<file path="config.mk">
export PLATFORM = sky130hd
export DESIGN_NAME = mem_ctrl_multi
export DESIGN_NICKNAME = d
export VERILOG_FILES = /design/src/rtl/mem_ctrl_multi.sv
export SDC_FILE = /design/constraint.sdc
export NUM_CORES = 1
export LEC_CHECK = 0
export BUFFER_PORTS_ARGS = -buffer_cell sky130_fd_sc_hd__buf_2
export CAP_MARGIN = 20
export CORE_UTILIZATION = 48
export CTS_BUF_LIST = sky130_fd_sc_hd__clkbuf_4
export DETAILED_ROUTE_END_ITERATION = 12
export PLACE_DENSITY = 0.87
export REMOVE_ABC_BUFFERS = 1
export SYNTH_ARGS = -nofsm -noshare
export SYNTH_HDL_FRONTEND = slang
export SYNTH_SLANG_ARGS = --single-unit
</file>
<file path="constraint.sdc">
create_clock -name clk -period 6.6 [get_ports clk]
set_input_delay 0.33 -clock clk [delete_from_list [all_inputs] [get_ports clk]]
set_output_delay 0.33 -clock clk [all_outputs]
set_load 0.02 [all_outputs]
</file>
<file path="src/rtl/mem_ctrl_multi.sv">
// Byte-serial memory controller: arbitrates NUM_CH requesters onto one 8-bit RAM port.
// Optional MEM_RR_ARB_EN selects round-robin arbitration instead of fixed priority.
module mem_ctrl_multi #(
  parameter int XLEN   = 32,
  parameter int NUM_CH = 3,
  parameter int TAG_W  = 4,
  parameter int CH_W   = 2
) (
  input  logic                    clk,
  input  logic                    rst,
  input  logic                    rdy,
  input  logic                    flush,
  input  logic [NUM_CH-1:0]       ch_req,
  output logic [NUM_CH-1:0]       ch_gnt,
  input  logic [NUM_CH-1:0]       ch_we,
  input  logic [2*NUM_CH-1:0]     ch_size,
  input  logic [NUM_CH-1:0]       ch_signed,
  input  logic [XLEN*NUM_CH-1:0]  ch_addr,
  input  logic [XLEN*NUM_CH-1:0]  ch_wdata,
  input  logic [TAG_W*NUM_CH-1:0] ch_tag,
  output logic                    rsp_valid,
  output logic [CH_W-1:0]         rsp_ch,
  output logic [TAG_W-1:0]        rsp_tag,
  output logic                    rsp_we,
  output logic [XLEN-1:0]         rsp_data,
  output logic                    busy,
  input  logic [7:0]              ram_din,
  output logic [7:0]              ram_dout,
  output logic [XLEN-1:0]         ram_a,
  output logic                    ram_wr
);

  typedef enum logic [1:0] {IDLE, READ, WRITE} state_t;

  state_t           state, state_n;
  logic [1:0]       idx, idx_n;
  logic [1:0]       idx_plus;
  logic [XLEN-1:0]  addr_q, addr_n;
  logic [XLEN-1:0]  wdata_q, wdata_n;
  logic [XLEN-1:0]  data_q, data_n;
  logic [1:0]       size_q, size_n;
  logic             signed_q, signed_n;
  logic [CH_W-1:0]  ch_q, ch_n;
  logic [TAG_W-1:0] tag_q, tag_n;

  logic [XLEN-1:0]  ram_a_n;
  logic [7:0]       ram_dout_n;
  logic             ram_wr_n;
  logic             rsp_valid_n;
  logic [CH_W-1:0]  rsp_ch_n;
  logic [TAG_W-1:0] rsp_tag_n;
  logic             rsp_we_n;
  logic [XLEN-1:0]  rsp_data_n;

  logic [CH_W-1:0]  winner;
  logic             any_req;
  logic             accept;
  logic [1:0]       last;
  logic [XLEN-1:0]  assembled;
  logic [XLEN-1:0]  extended;

  function automatic logic [1:0] last_idx(input logic [1:0] s);
    case (s)
      2'd0:    return 2'd0;
      2'd1:    return 2'd1;
      default: return 2'd3;
    endcase
  endfunction

`ifdef MEM_RR_ARB_EN
  // rr_ptr is where the next search starts: one past the last accepted channel.
  logic [CH_W-1:0] rr_ptr, rr_ptr_n;
  int              c;

  always_comb begin
    winner  = '0;
    any_req = 1'b0;
    c       = 0;
    for (int j = 0; j < NUM_CH; j++) begin
      c = int'(rr_ptr) + j;
      if (c >= NUM_CH) c = c - NUM_CH;
      if (!any_req && ch_req[c]) begin
        winner  = CH_W'(c);
        any_req = 1'b1;
      end
    end
  end

  always_comb begin
    rr_ptr_n = rr_ptr;
    if (accept) rr_ptr_n = (int'(winner) == NUM_CH - 1) ? '0 : winner + 1'b1;
  end

  always_ff @(posedge clk) begin
    if (rdy) begin
      if (rst) rr_ptr <= '0;
      else     rr_ptr <= rr_ptr_n;
    end
  end
`else
  always_comb begin
    winner  = '0;
    any_req = |ch_req;
    for (int i = NUM_CH - 1; i >= 0; i--) begin
      if (ch_req[i]) winner = CH_W'(i);
    end
  end
`endif

  always_comb begin
    ch_gnt = '0;
    if (rdy && !flush && state == IDLE && any_req) ch_gnt[winner] = 1'b1;
  end

  assign accept   = |(ch_req & ch_gnt);
  assign busy     = (state != IDLE);
  assign last     = last_idx(size_q);
  assign idx_plus = idx + 2'd1;

  // Partial load value with the byte arriving this cycle merged in, then extended.
  always_comb begin
    assembled = data_q;
    assembled[{idx, 3'b000} +: 8] = ram_din;
    case (size_q)
      2'd0:    extended = signed_q ? {{(XLEN-8){assembled[7]}}, assembled[7:0]}
                                   : {{(XLEN-8){1'b0}}, assembled[7:0]};
      2'd1:    extended = signed_q ? {{(XLEN-16){assembled[15]}}, assembled[15:0]}
                                   : {{(XLEN-16){1'b0}}, assembled[15:0]};
      default: extended = assembled;
    endcase
  end

  always_comb begin
    state_n     = state;
    idx_n       = idx;
    addr_n      = addr_q;
    wdata_n     = wdata_q;
    data_n      = data_q;
    size_n      = size_q;
    signed_n    = signed_q;
    ch_n        = ch_q;
    tag_n       = tag_q;
    ram_a_n     = ram_a;
    ram_dout_n  = ram_dout;
    ram_wr_n    = ram_wr;
    rsp_valid_n = 1'b0;
    rsp_ch_n    = rsp_ch;
    rsp_tag_n   = rsp_tag;
    rsp_we_n    = rsp_we;
    rsp_data_n  = rsp_data;

    case (state)
      IDLE: begin
        if (accept) begin
          addr_n   = ch_addr[winner*XLEN +: XLEN];
          wdata_n  = ch_wdata[winner*XLEN +: XLEN];
          size_n   = ch_size[winner*2 +: 2];
          signed_n = ch_signed[winner];
          tag_n    = ch_tag[winner*TAG_W +: TAG_W];
          ch_n     = winner;
          idx_n    = 2'd0;
          data_n   = '0;
          ram_a_n  = ch_addr[winner*XLEN +: XLEN];
          if (ch_we[winner]) begin
            ram_wr_n   = 1'b1;
            ram_dout_n = ch_wdata[winner*XLEN +: 8];
            state_n    = WRITE;
          end else begin
            ram_wr_n = 1'b0;
            state_n  = READ;
          end
        end
      end

      READ: begin
        if (flush) begin
          ram_a_n = '0;
          state_n = IDLE;
        end else begin
          data_n = assembled;
          if (idx == last) begin
            rsp_valid_n = 1'b1;
            rsp_we_n    = 1'b0;
            rsp_data_n  = extended;
            rsp_ch_n    = ch_q;
            rsp_tag_n   = tag_q;
            ram_a_n     = '0;
            state_n     = IDLE;
          end else begin
            ram_a_n = addr_q + XLEN'(idx_plus);
            idx_n   = idx_plus;
          end
        end
      end

      // Committed stores finish even under flush.
      WRITE: begin
        if (idx == last) begin
          ram_wr_n    = 1'b0;
          ram_a_n     = '0;
          rsp_valid_n = 1'b1;
          rsp_we_n    = 1'b1;
          rsp_data_n  = '0;
          rsp_ch_n    = ch_q;
          rsp_tag_n   = tag_q;
          state_n     = IDLE;
        end else begin
          ram_a_n    = addr_q + XLEN'(idx_plus);
          ram_dout_n = wdata_q[{idx_plus, 3'b000} +: 8];
          ram_wr_n   = 1'b1;
          idx_n      = idx_plus;
        end
      end

      default: state_n = IDLE;
    endcase
  end

  // rdy gates everything, including reset.
  always_ff @(posedge clk) begin
    if (rdy) begin
      if (rst) begin
        state     <= IDLE;
        idx       <= '0;
        addr_q    <= '0;
        wdata_q   <= '0;
        data_q    <= '0;
        size_q    <= '0;
        signed_q  <= 1'b0;
        ch_q      <= '0;
        tag_q     <= '0;
        ram_a     <= '0;
        ram_dout  <= '0;
        ram_wr    <= 1'b0;
        rsp_valid <= 1'b0;
        rsp_ch    <= '0;
        rsp_tag   <= '0;
        rsp_we    <= 1'b0;
        rsp_data  <= '0;
      end else begin
        state     <= state_n;
        idx       <= idx_n;
        addr_q    <= addr_n;
        wdata_q   <= wdata_n;
        data_q    <= data_n;
        size_q    <= size_n;
        signed_q  <= signed_n;
        ch_q      <= ch_n;
        tag_q     <= tag_n;
        ram_a     <= ram_a_n;
        ram_dout  <= ram_dout_n;
        ram_wr    <= ram_wr_n;
        rsp_valid <= rsp_valid_n;
        rsp_ch    <= rsp_ch_n;
        rsp_tag   <= rsp_tag_n;
        rsp_we    <= rsp_we_n;
        rsp_data  <= rsp_data_n;
      end
    end
  end

endmodule

</file>
==> flow_metrics.tcl, run 1 <==
set metrics [dict create \
    critPathKind "flop to flop" \
    yosysWarnings 0 \
    status "finished with violations" \
    drt-pass1-iter-count 9 \
    required_ns 6.96 \
    grtUsageTotal 0.237 \
    boundaryPins 316 \
    synth-seq-cells 190 \
    syn_area_um2 10200 \
    synth.area.mux_share 0.0432 \
    clockRootBuffer "clkbuf_4" \
    worstPathArrival_ns 4.44 \
    min_period_ns 4.08 \
    relSlewSlack 0.267 \
    cp-start-kind "flop" \
    pre_cts_slack_ns 2.49 \
    grt_setup_unrepaired "false" \
    setup_viol 0 \
    num_vias 8432 \
    htreeDepth 4 \
    power_frac_comb 0.206 \
    synth.avg_cell_area_um2 10.8 \
    insertion_delay_ns 0.60 \
    avgRoutedWirePerCell_um 17.0 \
    timing.fmax_ghz 0.245 \
    vias_per_cell 5.57 \
    period_share 0.619 \
    cts_buffer_depth 2 \
    die_h_um 148 \
    drt-initial-drc-count 516 \
    dieArea_um2 21900 \
    synthSimpleGateAreaFrac 0.199 \
    power_frac_seq 0.555 \
    portBuffers 315 \
    syn_to_final_growth_pct 20.6 \
    rows 53 \
    final_nets 1464 \
    grt_antenna_before_repair 3 \
    start_util 0.488 \
    fin_util 0.588 \
    syn_inst 944 \
    hold_slack_ns 0.100 \
    grt_overflow 0 \
    clk_pin_slew_worst_paths_ns 0.16 \
    gp_congestion 0.870 \
    die_w_um 148 \
    critPathMaxFanout 18 \
    grt_pass1_wl_um 39800 \
    fin_skew_ns 0.0342 \
    hpwl_um 18500 \
    clkPwrFrac 0.239 \
    cts_sinks 190 \
    ys_types 64 \
    grt_max_degree 105 \
    endpoint_kind "flop" \
    synthAdderAreaFrac 0.0142 \
    synth_compound_area_frac 0.128 \
    peakVddDrop_mv 0.118 \
    hold_path_class "input pin to flop" \
    core_area_um2 21000 \
    post-cts-setup-buffer-count 0 \
    finalMaxSlewViolations 0 \
    tightest_slew_ns 1.10 \
    violations "design-rule violations" \
    power.leakage_nw 5.02 \
    cts_tree "built" \
    swShare 0.302 \
    synth_xor_xnor_area_share 0.0257 \
    setup_slack_ns 2.52 \
    maxCapViolations 0 \
    synth-edff-count 190 \
    drive_gt1_frac 0.320 \
    drc 2 \
    grt_pass1_vias 7838 \
    net-switching-power_uw 801 \
    p_per_area_nw_per_um2 215 \
    cts_buffers 17 \
    routed_wl_um 25800 \
    synth-main-ff-cell "edfxtp_1" \
    synth_top_family_by_area "simple AND/OR/NAND/NOR gates" \
    ys_async_sr_fraction 0 \
    p_int_mw 1.85 \
    ant_nets 0 \
    fin_setup_tns_ns 0 \
    yosysSeqAreaShare 0.558 \
    finalHoldViolCount 0 \
]
cell usage after synthesis (6+ instances only):
cell,number,area [um^2]
and3_1,8,50.1
a22o_1,22,193
nand2b_1,25,156
mux4_2,8,180
buf_1,8,30.0
buf_2,21,105
a21oi_1,62,310
a311oi_1,52,455
nand3_1,10,50.1
mux2i_1,16,160
nor2_1,148,556
inv_1,10,37.5
nand4_1,10,62.6
o21a_1,12,90.1
xor2_1,13,114
clkbuf_1,38,143
edfxtp_1,190,5710
a22oi_1,6,45.0
nor2b_1,42,263
xnor2_1,17,149
nand2_1,135,507
ha_1,10,125
o21ai_0,10,50.1
mux2_2,8,90.1
routing by layer:
layer / routed length [um] / vias to the layer above / track usage
met5: 0 / - / 0
met4: 1160 / 0 / 0.130
met3: 1690 / 63 / 0.0364
met2: 12600 / 409 / 0.396
met1: 10300 / 3957 / 0.298
li1: - / 4003 / -
cell type report:
type	count	area (um^2)
Inverter	12	45.0
Sequential cell	190	5710
Fill cell	1745	8630
Tap cell	275	344
Timing Repair Buffer	326	1700
Antenna cell	3	7.51
Multi-Input combinational cell	675	4240
Clock inverter	15	155
Clock buffer	17	128
repair_timing:
| action | 4_1_cts | 5_1_grt |
|---|---|---|
| resized for setup | 0 | 0 |
| endpoints found under the setup margin | 0 | 0 |
| hold buffers | 1 | 0 |
| hold endpoints to repair | 1 | 0 |
cells by family (layout without fill, tap and decap cells):
logic type,after synthesis,after routing
AO/OA/AOI/OAI,184,184
multiplexers,33,33
adder cells (fa/ha/maj),11,11
AND/OR/NAND/NOR,417,417
buffers and inverters,79,370
flip-flops,190,190
other,0,3
XOR/XNOR,30,30
worst max-delay path: stages (launching register included):
cell and delay, ns:
edfxtp_1 0.36, buf_4 0.32, inv_2 0.12, ha_1 0.80, inv_1 0.25, fa_1 0.50
nand4b_1 0.36, nor4_4 0.60, nand4_1 0.18, xnor2_1 0.15, a22o_1 0.23
registers in the layout (all words and copies together), names as in the netlist, 2 cells and up:
signal    cells
ch_q          2
tag_q         4
size_q        2
ram_dout      8
idx           2
ram_a        32
data_q       32
rsp_tag       4
addr_q       32
rsp_data     32
rsp_ch        2
state         2
wdata_q      32
stage by stage:
stage,instances,power [mW],cell area [um^2]
finish,1513,2.65,12300
global route,1513,2.76,12300
CTS,1508,2.66,12300
detailed placement,1475,2.04,12000
global placement,1475,2.02,12000
floorplan,877,1.82,9940
cells in the final DEF (no fill, tap or decap), types with 4 or more instances in the layout:
cell type    n
buf_2      314
edfxtp_1   190
nor2_1     148
nand2_1    133
a21oi_1     62
a311oi_1    52
nor2b_1     40
nand2b_1    25
a22o_1      22
xnor2_1     17
clkbuf_4    17
mux2i_1     16
xor2_1      13
o21a_1      12
inv_1       10
o21ai_0     10
nand4_1     10
nand3_1     10
ha_1        10
buf_4        9
and3_1       8
mux2_2       8
mux4_2       8
a22oi_1      6
nor4_1       5
nor3_1       4
power groups by stage:
stage	Clock, mW	Sequential [mW]	Combinational [mW]
floorplan	0	1.56	0.268
global placement	0	1.50	0.527
detailed placement	0	1.50	0.539
CTS	0.641	1.47	0.542
global route	0.689	1.48	0.595
finish	0.633	1.47	0.546
path summary, 6_finish.rpt:
check        slack, ns         start  cells past startpoint         end
max               2.52        idx[0]                     10   ram_a[30]
min               0.10  ch_wdata[66]                      3  wdata_q[2]
max reg2reg       2.52        idx[0]                     10   ram_a[30]
min reg2reg       0.58      tag_q[1]                      2  rsp_tag[1]
Note: power is estimated with default switching activity, not from simulation.
==> run 2, diff against run 1 <==
--- a/config.mk
+++ b/config.mk
@@ -10,7 +10,7 @@
 export CORE_UTILIZATION = 48
 export CTS_BUF_LIST = sky130_fd_sc_hd__clkbuf_4
 export DETAILED_ROUTE_END_ITERATION = 12
-export PLACE_DENSITY = 0.87
+export PLACE_DENSITY = 0.9
 export REMOVE_ABC_BUFFERS = 1
 export SYNTH_ARGS = -nofsm -noshare
 export SYNTH_HDL_FRONTEND = slang
==> constraint.sdc (replaced) <==
create_clock -name clk -period 3.4 [get_ports clk]
set_input_delay 0.17 -clock clk [delete_from_list [all_inputs] [get_ports clk]]
set_output_delay 0.17 -clock clk [all_outputs]
set_load 0.02 [all_outputs]
==> run 2 against run 1 <==
Net effect:
- first-iteration DRC count increased by 57%
- clock skew is 0.00085 ns higher
- the flow still finishes with violations (design-rule violations)
- cell area grew 8.6%
- critical path type unchanged
- via count grew 8.4%
- critical path depth shrank 1
- non-clock buffer count grew 106
- largest power group unchanged
- combinational power rose by 120%
- flip-flop and latch count unchanged
- clock power increased by 120%
- utilization increased by 5.1 points
- setup slack lost 2.3 ns
- routed wire length increased by 15%
==> flow_metrics.tcl, run 2 (same netlist as run 1, synthesis figures left out) <==
set metrics [dict create \
    boundaryPins 316 \
    critPathMaxFanout 8 \
    timing.fmax_ghz 0.318 \
    cts_sinks 190 \
    r2r_slack_ns 0.25 \
    grt_pass1_wl_um 45500 \
    post-cts-setup-buffer-count 0 \
    cts_tree "built" \
    die_h_um 148 \
    reg2reg_from "idx[1]" \
    power.leakage_nw 5.54 \
    cts_resized 0 \
    p_per_area_nw_per_um2 408 \
    grt_pass1_vias 8878 \
    clk_pin_slew_worst_paths_ns 0.16 \
    cts_buffers 17 \
    grt_setup_unrepaired "false" \
    worstPathArrival_ns 3.49 \
    tightest_slew_ns 0.880 \
    setup_viol 0 \
    postPlaceCellArea_um2 12100 \
    endpoint_kind "flop" \
    setup_slack_ns 0.253 \
    fin_skew_ns 0.0350 \
    min_period_ns 3.15 \
    relSlewSlack 0.410 \
    dp.cells 1485 \
    pre_cts_slack_ns 0.288 \
    cp-start-kind "flop" \
    peakVddDrop_mv 0.301 \
    maxCapViolations 0 \
    required_ns 3.74 \
    syn_to_final_growth_pct 30.9 \
    layout_common_cells "buf_2, edfxtp_1, nor2_1, nand2_1, dlygate4sd3_1" \
    violations "design-rule violations" \
    htreeDepth 4 \
    status "finished with violations" \
    die_w_um 148 \
    final_area_um2 13400 \
    grt_antenna_before_repair 2 \
    portBuffers 315 \
    drive_gt1_frac 0.298 \
    hold_path_class "input pin to flop" \
    grtUsageTotal 0.270 \
    ant_nets 0 \
    worstHoldStart "ch_addr[24]" \
    vias_per_cell 5.66 \
    num_vias 9142 \
    start_util 0.488 \
    rows 53 \
    reg2regPathDepth 9 \
    avgRoutedWirePerCell_um 18.3 \
    timing.rr.end "ram_a[30]" \
    final_nets 1570 \
    insertion_delay_ns 0.58 \
    hpwl_um 19000 \
    core_area_um2 21000 \
    grt_overflow 0 \
    critPathKind "flop to flop" \
    grt_max_degree 67 \
    finalMaxSlewViolations 0 \
    cts_buffer_depth 2 \
    clockRootBuffer "clkbuf_4" \
    drt-initial-drc-count 811 \
    finalHoldViolCount 0 \
    cts_hold_buf 97 \
    routed_wl_um 29600 \
    final_common_cell "buf_2" \
    gp_congestion 0.867 \
    whs_path_depth 3 \
    period_share 0.926 \
    report.power.total_mw 5.46 \
    drc 2 \
    drt-pass1-iter-count 10 \
    fin_setup_tns_ns 0 \
    dieArea_um2 21900 \
    layout.cells.non_filler 1616 \
    hold_end "addr_q[24]" \
]
==> run 2: changes by cell type in the layout (fill, tap and decap cells not counted) <==
cell           delta
inv_6             -2
diode_2           -1
buf_4             +9
clkinvlp_4        -1
bufinv_16         +4
clkinv_1          +2
clkinv_2          +1
clkinv_4          -2
buf_16            -1
clkinv_8          -1
dlygate4sd3_1    +98
inv_8             -3
==> run 2: final cells by class <==
class,count,area (um^2)
repair buffers,432,2720
diodes,2,5.00
well taps,275,344
clock buffers,17,128
clock inverters,13,195
flip-flops and latches,190,5710
inverters,12,45.0
fillers,1582,7570
multi-input cells,675,4240
==> run 2: worst max path at each step <==
stage / from / depth (start not counted) / end
floorplan: state[0] / 6 / addr_q[0]
global placement: idx[0] / 9 / ram_a[30]
detailed placement: idx[0] / 9 / ram_a[30]
CTS: idx[0] / 9 / ram_a[30]
global route: idx[0] / 9 / ram_a[28]
finish: idx[1] / 9 / ram_a[30]
==> run 2: critical path, stage by stage, from the launching register on <==
cell and delay [ns]:
edfxtp_1 0.40, inv_1 0.07, ha_1 0.29, inv_1 0.09, fa_1 0.45, nand4b_1 0.38
nor4_4 0.63, nand4_1 0.22, xnor2_1 0.17, a22o_1 0.22
==> run 2: power breakdown <==
group,switching (mW),internal [mW]
Sequential,0.0713,2.79
Clock,0.765,0.642
Combinational,0.690,0.504
Total,1.53,3.93
==> run 2: stage by stage <==
step                utilization  hold slack (ns)
floorplan                     -            0.282
global placement          0.576            0.469
detailed placement        0.576            0.461
CTS                       0.637         0.000336
global route              0.639          0.00165
finish                    0.639           0.0218
==> run 2: layer usage <==
metal / track usage / wire length [um]
met5: 0 / 0
met4: 0.138 / 1420
met3: 0.0546 / 2520
met2: 0.450 / 14500
met1: 0.334 / 11200
==> run 3, diff against run 2 <==
--- a/config.mk
+++ b/config.mk
@@ -7,10 +7,10 @@
 export LEC_CHECK = 0
 export BUFFER_PORTS_ARGS = -buffer_cell sky130_fd_sc_hd__buf_2
 export CAP_MARGIN = 20
-export CORE_UTILIZATION = 48
+export CORE_UTILIZATION = 31
 export CTS_BUF_LIST = sky130_fd_sc_hd__clkbuf_4
 export DETAILED_ROUTE_END_ITERATION = 12
-export PLACE_DENSITY = 0.9
+export PLACE_DENSITY = 0.64
 export REMOVE_ABC_BUFFERS = 1
 export SYNTH_ARGS = -nofsm -noshare
 export SYNTH_HDL_FRONTEND = slang
==> constraint.sdc (replaced) <==
create_clock -name clk -period 4 [get_ports clk]
set_input_delay 0.6 -clock clk [delete_from_list [all_inputs] [get_ports clk]]
set_output_delay 0.6 -clock clk [all_outputs]
set_load 0.02 [all_outputs]
==> run 3 against run 2 <==
Net effect:
- the flow now finishes without violations
- non-clock buffer count decreased by 96
- critical endpoint is now ram_a[28]
- via count shrank 9.1%
- clock-buffer cell count did not move
- die area rose by 54%
- sequential share of layout area up 2.8 points
- critical path depth stayed put
- register-to-register slack improved by 0.45 ns
- flip-flop and latch count stayed put
- combinational power down 24%
- first-iteration DRC count fell by 23%
- worst hold slack improved by 0.31 ns
==> flow_metrics.tcl, run 3 (same netlist as run 1, synthesis figures left out) <==
set metrics [dict create \
    final_common_cell "buf_2" \
    worstPathBufferInverterCount 2 \
    num_vias 8313 \
    min_period_ns 3.30 \
    die_w_um 184 \
    r2r_slack_ns 0.70 \
    finalHoldViolCount 0 \
    die_h_um 184 \
    grt-busiest-layer "met2" \
    insertion_delay_ns 0.58 \
    final.fill_count 3183 \
    grt_max_degree 89 \
    fin_setup_tns_ns 0 \
    grt_overflow 0 \
    grt_use_met3 0.0269 \
    reg2regPathDepth 9 \
    drt-pass1-iter-count 5 \
    grtUsageTotal 0.166 \
    crit_family "simple AND/OR/NAND/NOR gates" \
    multi_input_area_um2 4240 \
    endpoint_kind "flop" \
    swShare 0.314 \
    htreeDepth 4 \
    p_per_area_nw_per_um2 349 \
    use_met1 0.221 \
    p_int_mw 3.00 \
    critPathMaxFanout 8 \
    layout_common_cells "buf_2, edfxtp_1, nor2_1, nand2_1, a21oi_1" \
    relSlewSlack 0.335 \
    grt_pass1_wl_um 43200 \
    status "finished, final reports clean" \
    period_share 0.825 \
    critPathKind "flop to flop" \
    layout.cells.non_filler 1688 \
    timing.rr.end "ram_a[28]" \
    crit_chain "inv_1, ha_1, inv_1, fa_1, nand4b_1, nor4_4, nand4_1, xnor2_1, a22o_1" \
    clkPwrFrac 0.236 \
    tightest_slew_ns 0.998 \
    core_area_um2 32500 \
    ant_nets 0 \
    cts_buffer_depth 2 \
    crit_path_frequent_cell "inv_1" \
    maxCapViolations 0 \
    hold_path_class "input pin to flop" \
    hold_slack_ns 0.328 \
    drt-initial-drc-count 628 \
    whs_path_depth 1 \
    power_frac_comb 0.207 \
    clockRootBuffer "clkbuf_4" \
    clk_pin_slew_worst_paths_ns 0.17 \
    cts_buffers 17 \
    report.power.total_mw 4.38 \
    final-seq-area_um2 5710 \
    gp_congestion 0.840 \
    setup_slack_ns 0.699 \
    dp.cells 1655 \
    reg2reg_from "idx[1]" \
    fin_skew_ns 0.0248 \
    grt_antenna_before_repair 1 \
    grt_pass1_vias 7873 \
    drive_gt1_frac 0.327 \
    setup_viol 0 \
    avgRoutedWirePerCell_um 16.8 \
    portBuffers 315 \
    dieArea_um2 33700 \
    rows 66 \
    vias_per_cell 4.92 \
    grt_setup_unrepaired "false" \
    slowest_stage "nor4_4" \
    worstPathArrival_ns 3.65 \
    cpPeakStageDelay_ns 0.61 \
    cts_resized 0 \
    drc 0 \
    final_nets 1474 \
    power_frac_seq 0.557 \
    syn_to_final_growth_pct 22.8 \
    cts_sinks 190 \
    cp-start-kind "flop" \
    met2_usage 0.275 \
    hpwl_um 20200 \
    hold_end "rsp_valid" \
    worstHoldStart "rdy" \
    cts_tree "built" \
    start_util 0.315 \
    required_ns 4.35 \
    pre_cts_slack_ns 0.714 \
    finalMaxSlewViolations 0 \
    post-cts-setup-buffer-count 0 \
    cts_hold_buf 0 \
    boundaryPins 316 \
    routed_wl_um 28300 \
    net-switching-power_mw 1.37 \
    timing.fmax_ghz 0.303 \
    power.leakage_nw 5.06 \
    peakVddDrop_mv 0.146 \
]
## run 3: cell count changes in the layout (fill, tap and decap cells not counted)
cell / delta
buf_12: -1
buf_4: +4
bufinv_16: -5
clkinv_1: -3
clkinv_4: +1
clkinv_8: +1
clkinvlp_4: +1
diode_2: -1
dlygate4sd3_1: -99
inv_6: +1
inv_8: +6
## run 3: worst max-delay path by stage
stage / slack [ns] / from / to / cells after the start
after floorplan: -0.83 / state[0] / addr_q[0] / 6
after global placement: 0.75 / idx[1] / ram_a[30] / 9
after CTS: 0.71 / idx[1] / ram_a[30] / 9
after global routing: 0.50 / idx[1] / ram_a[30] / 9
final: 0.70 / idx[1] / ram_a[28] / 9
after detailed placement: 0.71 / idx[1] / ram_a[30] / 9
## run 3: power groups by stage
stage,clock [mW],sequential (mW),combinational [mW]
after floorplan,0,2.57,0.442
after global placement,0,2.48,0.905
after detailed placement,0,2.48,0.918
after CTS,1.08,2.44,0.920
after global routing,1.15,2.45,0.996
final,1.03,2.44,0.907
## run 3: area by class of cell
type / instances / area share
inverters: 12 / 0.00359
repair buffers: 336 / 0.138
clock buffers: 17 / 0.0102
multi-input cells: 675 / 0.338
clock inverters: 15 / 0.0114
flip-flops and latches: 190 / 0.454
diodes: 1 / 0.000199
well taps: 442 / 0.0441
## run 3: per-stage QoR
stage / area, um^2 / utilization
after floorplan: 9940 / -
after global placement: 12300 / 0.378
after detailed placement: 12300 / 0.378
after CTS: 12600 / 0.387
after global routing: 12600 / 0.387
final: 12600 / 0.387
## run 3: layer usage
layer | up-vias | share of wire
met1 | 3969 | 0.44
li1 | 4025 | -
met2 | 289 | 0.48
met4 | 0 | 0.023
met3 | 30 | 0.053
met5 | - | 0
